**src/rtl/chess_clock_pkg.sv**
```systemverilog
// chess_clock_pkg: FSM states, game presets and time constants shared by chess_clock.
package chess_clock_pkg;
    typedef enum logic [1:0] {IDLE, RUN, PAUSED, EXPIRED} clk_state_t;
    localparam int CS_PER_SEC = 100;
    localparam int CS_PER_MIN = 6000;
    localparam int PRESET_CS [4] = '{6000, 18000, 60000, 180000};
    localparam int PRESET_INC_CS [4] = '{0, 200, 500, 0};
endpackage

```
**src/rtl/chess_clock_if.sv**
```systemverilog
// chess_clock_if: control pulses, selects, timers, status and 7-seg outputs of chess_clock.
interface chess_clock_if #(parameter int N_PLAYERS = 2, parameter int TIME_W = 18);
    localparam int PW = $clog2(N_PLAYERS);
    logic start, pause, move_done;
    logic [1:0] mode_sel;
    logic [PW-1:0] disp_sel, active_player, loser;
    logic [N_PLAYERS*TIME_W-1:0] time_cs;
    logic running, time_up;
    logic [6:0] hex0, hex1, hex2, hex3, hex4, hex5;
    modport master (output start, pause, move_done, mode_sel, disp_sel,
                    input time_cs, active_player, running, time_up, loser,
                    hex0, hex1, hex2, hex3, hex4, hex5);
    modport slave (input start, pause, move_done, mode_sel, disp_sel,
                   output time_cs, active_player, running, time_up, loser,
                   hex0, hex1, hex2, hex3, hex4, hex5);
endinterface

```
**src/rtl/hex_display.sv**
```systemverilog
// hex_display: 4-bit value to active-low 7-segment pattern ordered {g,f,e,d,c,b,a}.
module hex_display (
    input  logic [3:0] val,
    output logic [6:0] seg
);
    always_comb
        case (val)
            4'h0: seg = 7'h40;
            4'h1: seg = 7'h79;
            4'h2: seg = 7'h24;
            4'h3: seg = 7'h30;
            4'h4: seg = 7'h19;
            4'h5: seg = 7'h12;
            4'h6: seg = 7'h02;
            4'h7: seg = 7'h78;
            4'h8: seg = 7'h00;
            4'h9: seg = 7'h10;
            4'ha: seg = 7'h08;
            4'hb: seg = 7'h03;
            4'hc: seg = 7'h46;
            4'hd: seg = 7'h21;
            4'he: seg = 7'h06;
            default: seg = 7'h0e;
        endcase
endmodule

```
**src/rtl/tick_divider.sv**
```systemverilog
// tick_divider: one-cycle tick every DIV enabled cycles; clr restarts the count at 0.
module tick_divider #(parameter int DIV = 500_000) (
    input  logic clk,
    input  logic reset_n,
    input  logic en,
    input  logic clr,
    output logic tick
);
    localparam int CW = DIV > 1 ? $clog2(DIV) : 1;
    logic [CW-1:0] cnt_q, cnt_d;
    assign tick = en && cnt_q == CW'(DIV - 1);
    always_comb cnt_d = clr ? '0 : !en ? cnt_q : tick ? '0 : cnt_q + 1'b1;
    always_ff @(posedge clk or negedge reset_n)
        if (!reset_n) cnt_q <= '0;
        else cnt_q <= cnt_d;
endmodule

```
**src/rtl/chess_clock.sv**
```systemverilog
// chess_clock: multi-player countdown chess clock with MM:SS:cc 7-seg view.
// Define CHESS_CLOCK_INCREMENT_EN to add the Fischer increment on move_done.
module chess_clock import chess_clock_pkg::*; #(
    parameter int CLK_FREQ_HZ = 50_000_000,
    parameter int TICK_HZ     = 100,
    parameter int N_PLAYERS   = 2,
    parameter int TIME_W      = 18
) (
    input logic clk,
    input logic reset_n,
    chess_clock_if.slave bus
);
    localparam int PW = $clog2(N_PLAYERS);
    localparam logic [TIME_W-1:0] T_MAX = '1;
    clk_state_t state_q, state_d;
    logic [TIME_W-1:0] time_q [N_PLAYERS];
    logic [TIME_W-1:0] time_d [N_PLAYERS];
    logic [PW-1:0] act_q, act_d, loser_q, loser_d;
    logic time_up_q, time_up_d;
    logic run, tick, expire;
    logic [TIME_W-1:0] preset, cur, cur_dec, mv_t;
    assign run = state_q == RUN;
    assign preset = TIME_W'(PRESET_CS[bus.mode_sel]);
    assign cur = time_q[act_q];
    assign cur_dec = tick ? cur - 1'b1 : cur;
    assign expire = tick && cur == TIME_W'(1);

    tick_divider #(.DIV(CLK_FREQ_HZ / TICK_HZ)) u_div (
        .clk(clk), .reset_n(reset_n), .en(run),
        .clr(bus.start || (run && bus.move_done)), .tick(tick));

`ifdef CHESS_CLOCK_INCREMENT_EN
    // Increment follows the mode latched at start, not the live mode_sel.
    logic [1:0] mode_q, mode_d;
    logic [TIME_W-1:0] inc;
    logic [TIME_W:0] sum;
    assign mode_d = bus.start ? bus.mode_sel : mode_q;
    assign inc = TIME_W'(PRESET_INC_CS[mode_q]);
    assign sum = {1'b0, cur_dec} + {1'b0, inc};
    assign mv_t = sum[TIME_W] ? T_MAX : sum[TIME_W-1:0];
    always_ff @(posedge clk or negedge reset_n)
        if (!reset_n) mode_q <= 2'd0;
        else mode_q <= mode_d;
`else
    assign mv_t = cur_dec;
`endif

    always_comb begin
        state_d = state_q;
        act_d = act_q;
        loser_d = loser_q;
        time_up_d = time_up_q;
        time_d = time_q;
        if (bus.start) begin
            state_d = RUN;
            act_d = '0;
            loser_d = '0;
            time_up_d = 1'b0;
            for (int p = 0; p < N_PLAYERS; p++) time_d[p] = preset;
        end else if (state_q == IDLE) begin
            for (int p = 0; p < N_PLAYERS; p++) time_d[p] = preset;
        end else if (run && expire) begin
            time_d[act_q] = '0;
            state_d = EXPIRED;
            time_up_d = 1'b1;
            loser_d = act_q;
        end else if (run) begin
            time_d[act_q] = bus.move_done ? mv_t : cur_dec;
            if (bus.move_done) act_d = act_q == PW'(N_PLAYERS - 1) ? '0 : act_q + 1'b1;
            if (bus.pause) state_d = PAUSED;
        end else if (state_q == PAUSED && bus.pause) begin
            state_d = RUN;
        end
    end

    always_ff @(posedge clk or negedge reset_n)
        if (!reset_n) begin
            state_q <= IDLE;
            act_q <= '0;
            loser_q <= '0;
            time_up_q <= 1'b0;
            time_q <= '{default: '0};
        end else begin
            state_q <= state_d;
            act_q <= act_d;
            loser_q <= loser_d;
            time_up_q <= time_up_d;
            time_q <= time_d;
        end

    always_comb
        for (int p = 0; p < N_PLAYERS; p++) bus.time_cs[p*TIME_W +: TIME_W] = time_q[p];
    assign bus.active_player = act_q;
    assign bus.running = run;
    assign bus.time_up = time_up_q;
    assign bus.loser = loser_q;

    logic [TIME_W-1:0] shown, q_min, q_sec;
    logic [6:0] mins, secs, cents;
    logic [3:0] dig [6];
    logic [6:0] seg [6];
    assign shown = int'(bus.disp_sel) < N_PLAYERS ? time_q[bus.disp_sel] : '0;
    assign q_min = shown / TIME_W'(CS_PER_MIN);
    assign q_sec = shown / TIME_W'(CS_PER_SEC);
    assign mins = q_min > TIME_W'(99) ? 7'd99 : q_min[6:0];
    assign secs = 7'(q_sec % TIME_W'(60));
    assign cents = 7'(shown % TIME_W'(CS_PER_SEC));
    assign dig[0] = 4'(cents % 7'd10);
    assign dig[1] = 4'(cents / 7'd10);
    assign dig[2] = 4'(secs % 7'd10);
    assign dig[3] = 4'(secs / 7'd10);
    assign dig[4] = 4'(mins % 7'd10);
    assign dig[5] = 4'(mins / 7'd10);
    for (genvar g = 0; g < 6; g++) begin : g_hex
        hex_display u_hex (.val(dig[g]), .seg(seg[g]));
    end
    assign bus.hex0 = seg[0];
    assign bus.hex1 = seg[1];
    assign bus.hex2 = seg[2];
    assign bus.hex3 = seg[3];
    assign bus.hex4 = seg[4];
    assign bus.hex5 = seg[5];
endmodule
```
**src/flat_wrapper.sv**
```systemverilog
// flat-port wrapper written by rule: the top's interface ports become plain ports
module chess_clock_flat import chess_clock_pkg::*;
#(
    parameter int CLK_FREQ_HZ = 50_000_000,
    parameter int TICK_HZ     = 100,
    parameter int N_PLAYERS   = 2,
    parameter int TIME_W      = 18
)
  (clk, reset_n, bus_start, bus_pause, bus_move_done, bus_mode_sel, bus_disp_sel, bus_time_cs, bus_active_player, bus_running, bus_time_up, bus_loser, bus_hex0, bus_hex1, bus_hex2, bus_hex3, bus_hex4, bus_hex5);
  chess_clock_if #(.N_PLAYERS(N_PLAYERS), .TIME_W(TIME_W)) bus_i ();
  input logic clk;
  input logic reset_n;
  input wire logic [$bits(bus_i.start)-1:0] bus_start;
  input wire logic [$bits(bus_i.pause)-1:0] bus_pause;
  input wire logic [$bits(bus_i.move_done)-1:0] bus_move_done;
  input wire logic [$bits(bus_i.mode_sel)-1:0] bus_mode_sel;
  input wire logic [$bits(bus_i.disp_sel)-1:0] bus_disp_sel;
  output wire logic [$bits(bus_i.time_cs)-1:0] bus_time_cs;
  output wire logic [$bits(bus_i.active_player)-1:0] bus_active_player;
  output wire logic [$bits(bus_i.running)-1:0] bus_running;
  output wire logic [$bits(bus_i.time_up)-1:0] bus_time_up;
  output wire logic [$bits(bus_i.loser)-1:0] bus_loser;
  output wire logic [$bits(bus_i.hex0)-1:0] bus_hex0;
  output wire logic [$bits(bus_i.hex1)-1:0] bus_hex1;
  output wire logic [$bits(bus_i.hex2)-1:0] bus_hex2;
  output wire logic [$bits(bus_i.hex3)-1:0] bus_hex3;
  output wire logic [$bits(bus_i.hex4)-1:0] bus_hex4;
  output wire logic [$bits(bus_i.hex5)-1:0] bus_hex5;
  assign bus_i.start = bus_start;
  assign bus_i.pause = bus_pause;
  assign bus_i.move_done = bus_move_done;
  assign bus_i.mode_sel = bus_mode_sel;
  assign bus_i.disp_sel = bus_disp_sel;
  assign bus_time_cs = bus_i.time_cs;
  assign bus_active_player = bus_i.active_player;
  assign bus_running = bus_i.running;
  assign bus_time_up = bus_i.time_up;
  assign bus_loser = bus_i.loser;
  assign bus_hex0 = bus_i.hex0;
  assign bus_hex1 = bus_i.hex1;
  assign bus_hex2 = bus_i.hex2;
  assign bus_hex3 = bus_i.hex3;
  assign bus_hex4 = bus_i.hex4;
  assign bus_hex5 = bus_i.hex5;
  chess_clock #(.CLK_FREQ_HZ(CLK_FREQ_HZ), .TICK_HZ(TICK_HZ), .N_PLAYERS(N_PLAYERS), .TIME_W(TIME_W)) u_core (.clk(clk), .reset_n(reset_n), .bus(bus_i));
endmodule
```
**config.mk**
```make
export PLATFORM = sky130hd
export DESIGN_NAME = chess_clock_flat
export DESIGN_NICKNAME = d
export VERILOG_FILES = /design/src/rtl/chess_clock_pkg.sv /design/src/rtl/chess_clock_if.sv /design/src/rtl/hex_display.sv /design/src/rtl/tick_divider.sv /design/src/rtl/chess_clock.sv /design/src/flat_wrapper.sv
export SDC_FILE = /design/constraint.sdc
export NUM_CORES = 1
export LEC_CHECK = 0
export BUFFER_PORTS_ARGS = -buffer_cell sky130_fd_sc_hd__buf_2
export CORE_ASPECT_RATIO = 2
export CORE_UTILIZATION = 35
export DETAILED_ROUTE_END_ITERATION = 16
export GPL_TIMING_DRIVEN = 0
export PLACE_DENSITY = 0.53
export SETUP_SLACK_MARGIN = 0.15
export SLEW_MARGIN = 5
export SYNTH_ARGS = -nofsm -noshare
export SYNTH_HDL_FRONTEND = slang
export SYNTH_SLANG_ARGS = --single-unit
```
**constraint.sdc**
```tcl
create_clock -name clk -period 13.8 [get_ports clk]
set_input_delay 0 -clock clk [delete_from_list [all_inputs] [get_ports clk]]
set_output_delay 0 -clock clk [all_outputs]
set_load 0.01 [all_outputs]
```
==> flow_summary.yaml, run 1 <==
status:
  outcome: "finished clean"
timing:
  setup_tns_ns: 0
  fin_crit_sh: 0.904
  slew_headroom: 0.232
  layout_min_cycle_time_ns: 12.48
  skew_ns: 0.00554
  setup_violations: 0
  rsz0062_at_grt: "false"
  max_freq_mhz: 80.2
  slew_viol_final: 0
  tightest_slew_ns: 1.13
  hold_violations: 0
placed_design:
  port_buffers: 88
  dp.cells: 1800
  routabilityCongestion: 0.934
  dp_hpwl_um: 27600
synth:
  yosysWarnings: 0
  netlist_top_cells_count: "nand2_1, nor2_1, o21ai_0, a21oi_1, mux2i_1"
  ys_types: 119
  synth_fa_ha_area_frac: 0.0755
  ys_seq_area_frac: 0.147
  synth_top_family_by_area: "compound AO/OA/AOI/OAI gates"
  syn_inst: 1352
  synth.avg_cell_area_um2: 7.56
  synth_compound_gate_area_share: 0.340
  synth_edf_count: 0
  synth.most_common_cell: "nand2_1"
  yosys.area_share.xor_xnor: 0.0566
  synth_nets: 1411
  synth-simple-area-share: 0.241
  ys.flop_type: "dfrtp_1"
  synth_area_um2: 10200
  synthMuxAreaShare: 0.102
  synth.area.top_cells: "dfrtp_1, ha_1, mux2i_1"
  postSynth.asyncResetShare: 1.00
  ys_seq_elements: 60
  synth_top_area_cell: "dfrtp_1"
  synth_top_area_frac: 0.147
global_routing:
  grt_pass1_vias: 10906
  grt_pass1_wl_um: 55000
  antenna_found_initial: 0
  overflow: 0
  grt_util_all_layers: 0.230
  grt_max_degree: 61
clocking:
  clk_pin_slew_ns: 0.05
  cts.path.max_buffers: 2
  insertion_delay_ns: 0.34
  cts-root-buf: "clkbuf_16"
  h-tree-depth: 3
  cts.sinks: 60
  cts_buffers: 9
  cts_setup_buffers: 0
  cts_tree: "yes"
finish:
  final-seq-area_um2: 1500
  fillers: 3007
  multi_input_area_um2: 8380
  n_antenna_cell: 0
  syn2layout_area_growth_pct: 12.1
  drive_gt1_frac: 0.163
  stdcell_count: 1818
  fin_nets: 1512
die:
  initial_utilization: 0.356
  core_area_um2: 28700
  rows: 88
  ios: 90
  die_y_um: 244
  dieArea_um2: 30000
  die_w_um: 123
route:
  avgRoutedWirePerCell_um: 19.0
  wl_um: 34500
  vias: 11022
  ant_nets: 0
  drt_iter0_drc: 557
  via_per_inst: 6.06
  drc: 0
  dr.pass1.iters: 6
worst_setup_path:
  worstSetupPathType: "reg -> out"
  cp_max_fo: 10
  endpoint_kind: "primary output"
  worst-r2r-cell-count: 12
  crit_slowest_cell: "mux2i_1"
  start_kind: "flip-flop"
  critPathMaxStageDelay_ns: 0.51
  arrival_ns: 12.48
  worstPathRequired_ns: 13.80
flow_run:
  max_cap_viol_count: 0
worst_hold_path:
  hp-class: "in -> reg"
  hold_path_depth: 2
## cell usage in the layout, fill, tap and decap left out, types with 14 or more instances in the layout
cell type,count
a31oi_1,14
o211ai_1,24
o21ai_1,15
clkbuf_1,32
dfrtp_1,60
o21ai_0,92
nand3_1,44
o31ai_1,23
nor2_1,138
nand2_1,147
mux2_2,26
buf_2,100
xnor2_1,49
nor3_1,38
inv_1,37
a21oi_1,87
xor2_1,14
ha_1,51
and2_1,15
mux2i_1,60
and3_1,18
## cell families (layout without fill, tap and decap cells)
kind of cell	after synthesis	in the layout
simple gates	509	509
compound gates	464	464
mux	96	96
buf+inv	95	201
fa+ha+maj	64	64
xor+xnor	64	64
flops	60	60
## critical path, delay by kind of cell, from the launching register on
family	cells	cell delay, ns
AOI/OAI and AO/OA	17	4.74
and+or+nand+nor	10	2.17
muxes	6	2.08
buffers and inverters	8	1.65
adders and majority gates	3	0.77
DFF	1	0.40
xor gates and xnor gates	1	0.29
## per-stage QoR
step	worst slack, ns	hold WS, ns	util	instance area (um^2)
after floorplan	3.76	-0.296	-	10200
after detailed placement	1.34	0.134	0.387	11100
after CTS	0.950	0.0353	0.398	11400
final	1.32	0.0384	0.399	11500
after global placement	1.50	0.292	0.387	11100
after global routing	0.256	0.0786	0.399	11500
## worst paths after layout
kind	start	to	slack (ns)
max in group asynchronous	reset_n	u_core.bus.time_cs[12]	12.96
min reg2reg	u_core.bus.time_up	u_core.bus.time_up	0.49
min	bus_mode_sel[1]	u_core.bus.time_cs[22]	0.04
max	u_core.bus.time_cs[34]	bus_hex2[1]	1.32
min in group asynchronous	reset_n	u_core.u_div.cnt_q[7]	0.28
max reg2reg	u_core.bus.active_player	u_core.bus.time_cs[3]	9.36
## cell type report
class | instances | area share
Sequential cell | 60 | 0.131
Multi-Input combinational cell | 1197 | 0.731
Clock inverter | 1 | 0.000437
Inverter | 44 | 0.0144
Buffer | 51 | 0.0193
Tap cell | 360 | 0.0393
Clock buffer | 15 | 0.0242
Timing Repair Buffer | 90 | 0.0404
## sequential cells by signal (all words and copies together), names as in the netlist
signal,count
u_core.u_div.cnt_q,19
u_core.bus.loser,1
u_core.bus.active_player,1
u_core.bus.time_up,1
u_core.bus.time_cs,36
u_core.state_q,2
## layer usage
metal  vias to the layer above  global-route usage  wire [um]  part of all wire
met4                         0               0.110       1430             0.042
li1                       5356                   -          -                 -
met2                       298               0.468      19800              0.58
met3                        93              0.0166       1050             0.031
met1                      5275               0.221      12200              0.35
met5                         -                   0          0                 0
## timing repair
| item | CTS | global route |
|---|---|---|
| hold endpoints to repair | 62 | 0 |
| hold buffers | 2 | 0 |
| setup endpoints to repair | 0 | 8 |
| resized for setup | 0 | 4 |
Power of run 1 is left out: the tool's default activity adds up to more than one toggle a clock period on the data nets, which glitch-free logic cannot reach.
==> inputs of run 2 (changes only) <==
--- a/config.mk
+++ b/config.mk
@@ -11,6 +11,7 @@
 export DETAILED_ROUTE_END_ITERATION = 16
 export GPL_TIMING_DRIVEN = 0
 export PLACE_DENSITY = 0.53
+export RECOVER_POWER = 100
 export SETUP_SLACK_MARGIN = 0.15
 export SLEW_MARGIN = 5
 export SYNTH_ARGS = -nofsm -noshare
==> run 2 against run 1 <==
  * The flow now finishes with violations (max-capacitance violations, max-slew violations)
  * Sequential share of layout area grew 0.14 points
  * Design area shrank 1.1%
  * Clock-buffer cell count is the same
  * Sequential cell count is the same
  * Register-to-register slack lost 0.83 ns
  * Critical endpoint is now bus_hex0[3]
  * Via count grew 0.24%
==> flow_summary.yaml, run 2 (same netlist as run 1, synthesis figures left out) <==
placed_design:
  routabilityCongestion: 0.934
  port_buffers: 88
  dp_hpwl_um: 27600
global_routing:
  antenna_found_initial: 0
  overflow: 0
  grt_pass1_vias: 10906
  grt_max_degree: 61
  grt_util_all_layers: 0.230
  grt_pass1_wl_um: 55000
clocking:
  cts_buffers: 9
  cts.path.max_buffers: 2
  cts-root-buf: "clkbuf_16"
  cts_tree: "yes"
  h-tree-depth: 3
  clk_pin_slew_ns: 0.05
  cts.sinks: 60
  insertion_delay_ns: 0.34
worst_setup_path:
  arrival_ns: 12.63
  critPathMaxStageDelay_ns: 0.67
  crit_family: "compound AO/OA/AOI/OAI gates"
  worst-r2r-cell-count: 12
  endpoint_kind: "primary output"
  crit_slowest_cell: "o31ai_1"
  worstSetupStartpoint: "u_core.bus.time_cs[15]"
  cp_max_fo: 10
  reg2reg_from: "u_core.state_q[1]"
  worstPathRequired_ns: 13.80
  path_buf_inv: 3
  worstSetupPathType: "reg -> out"
  critical_path.most_common_cell: "o21ai_0"
  start_kind: "flip-flop"
  cp_num_cells: 36
die:
  rows: 88
  die_y_um: 244
  dieArea_um2: 30000
  ios: 90
  die_w_um: 123
  initial_utilization: 0.356
  core_area_um2: 28700
finish:
  largest_reg_flops: 36
  syn2layout_area_growth_pct: 10.8
  layout_commonest_cell: "nand2_1"
  n_antenna_cell: 0
  final_cell_mix: "nand2_1, nor2_1, o21ai_0, clkbuf_1, a21oi_1"
  fin_nets: 1512
  fillers: 3041
  drive_gt1_frac: 0.117
timing:
  rsz0062_at_grt: "false"
  tightest_slew_ns: 3.40
  fin_crit_sh: 0.916
  setup_tns_ns: 0
  slew_viol_final: 61
  setup_violations: 0
  slew_headroom: -1.26
  layout_min_cycle_time_ns: 12.63
  max_freq_mhz: 79.1
  skew_ns: 0.00619
  hold_violations: 0
route:
  avgRoutedWirePerCell_um: 19.0
  ant_nets: 0
  drc: 0
  vias: 11048
  dr.pass1.iters: 6
  via_per_inst: 6.08
  drt_iter0_drc: 560
  wl_um: 34500
worst_hold_path:
  hold_path_depth: 2
  min_from: "bus_mode_sel[1]"
  hp-class: "in -> reg"
status:
  violations: "max-capacitance violations, max-slew violations"
  outcome: "finished with violations"
flow_run:
  max_cap_viol_count: 2
run 2: timing repair:
action,4_1_cts,5_1_grt
buffers inserted,0,0
resized for setup,0,4
hold buffers,2,0
endpoints found under the setup margin,0,8
endpoints found under the hold margin,62,0
run 2: stage by stage:
step | util | area [um^2] | worst slack, ns | cells | hold slack, ns
3_3_place_gp | 0.387 | 11100 | 1.50 | 1800 | 0.292
4_1_cts | 0.398 | 11400 | 0.950 | 1818 | 0.0353
2_1_floorplan | - | 10200 | 3.76 | 1352 | -0.296
6_report | 0.394 | 11300 | 1.17 | 1818 | 0.0423
3_5_place_dp | 0.387 | 11100 | 1.34 | 1800 | 0.134
5_1_grt | 0.394 | 11300 | 0.150 | 1818 | 0.0786
run 2: worst paths after layout:
check | slack, ns | to
max | 1.17 | bus_hex0[3]
min | 0.04 | u_core.bus.time_cs[22]
max reg2reg | 8.53 | u_core.bus.time_cs[2]
min reg2reg | 0.50 | u_core.bus.time_up
max in group asynchronous | 10.52 | u_core.bus.time_cs[32]
min in group asynchronous | 1.35 | u_core.u_div.cnt_q[7]
run 2: final cells by class:
cell class / instances / area [um^2] / area share
Tap cell: 360 / 450 / 0.0397
Buffer: 51 / 221 / 0.0195
Clock inverter: 1 / 5.00 / 0.000442
Inverter: 44 / 165 / 0.0146
Timing Repair Buffer: 90 / 388 / 0.0342
Clock buffer: 15 / 278 / 0.0245
Sequential cell: 60 / 1500 / 0.132
Multi-Input combinational cell: 1197 / 8330 / 0.735
run 2: worst register-to-register path, delay by kind of cell (launching register included):
| family | cells | cell delay, ns |
|---|---|---|
| and+or+nand+nor | 7 | 3.61 |
| buffers and inverters | 2 | 0.73 |
| DFF | 1 | 0.43 |
| AOI/OAI and AO/OA | 3 | 0.35 |
run 2: layer usage:
metal	up-vias	wire, um	GRT usage
met5	-	0	0
met4	0	1330	0.110
met3	81	932	0.0166
met2	267	19900	0.468
met1	5347	12300	0.221
li1	5353	-	-
Power of run 2 is left out for the same reason.
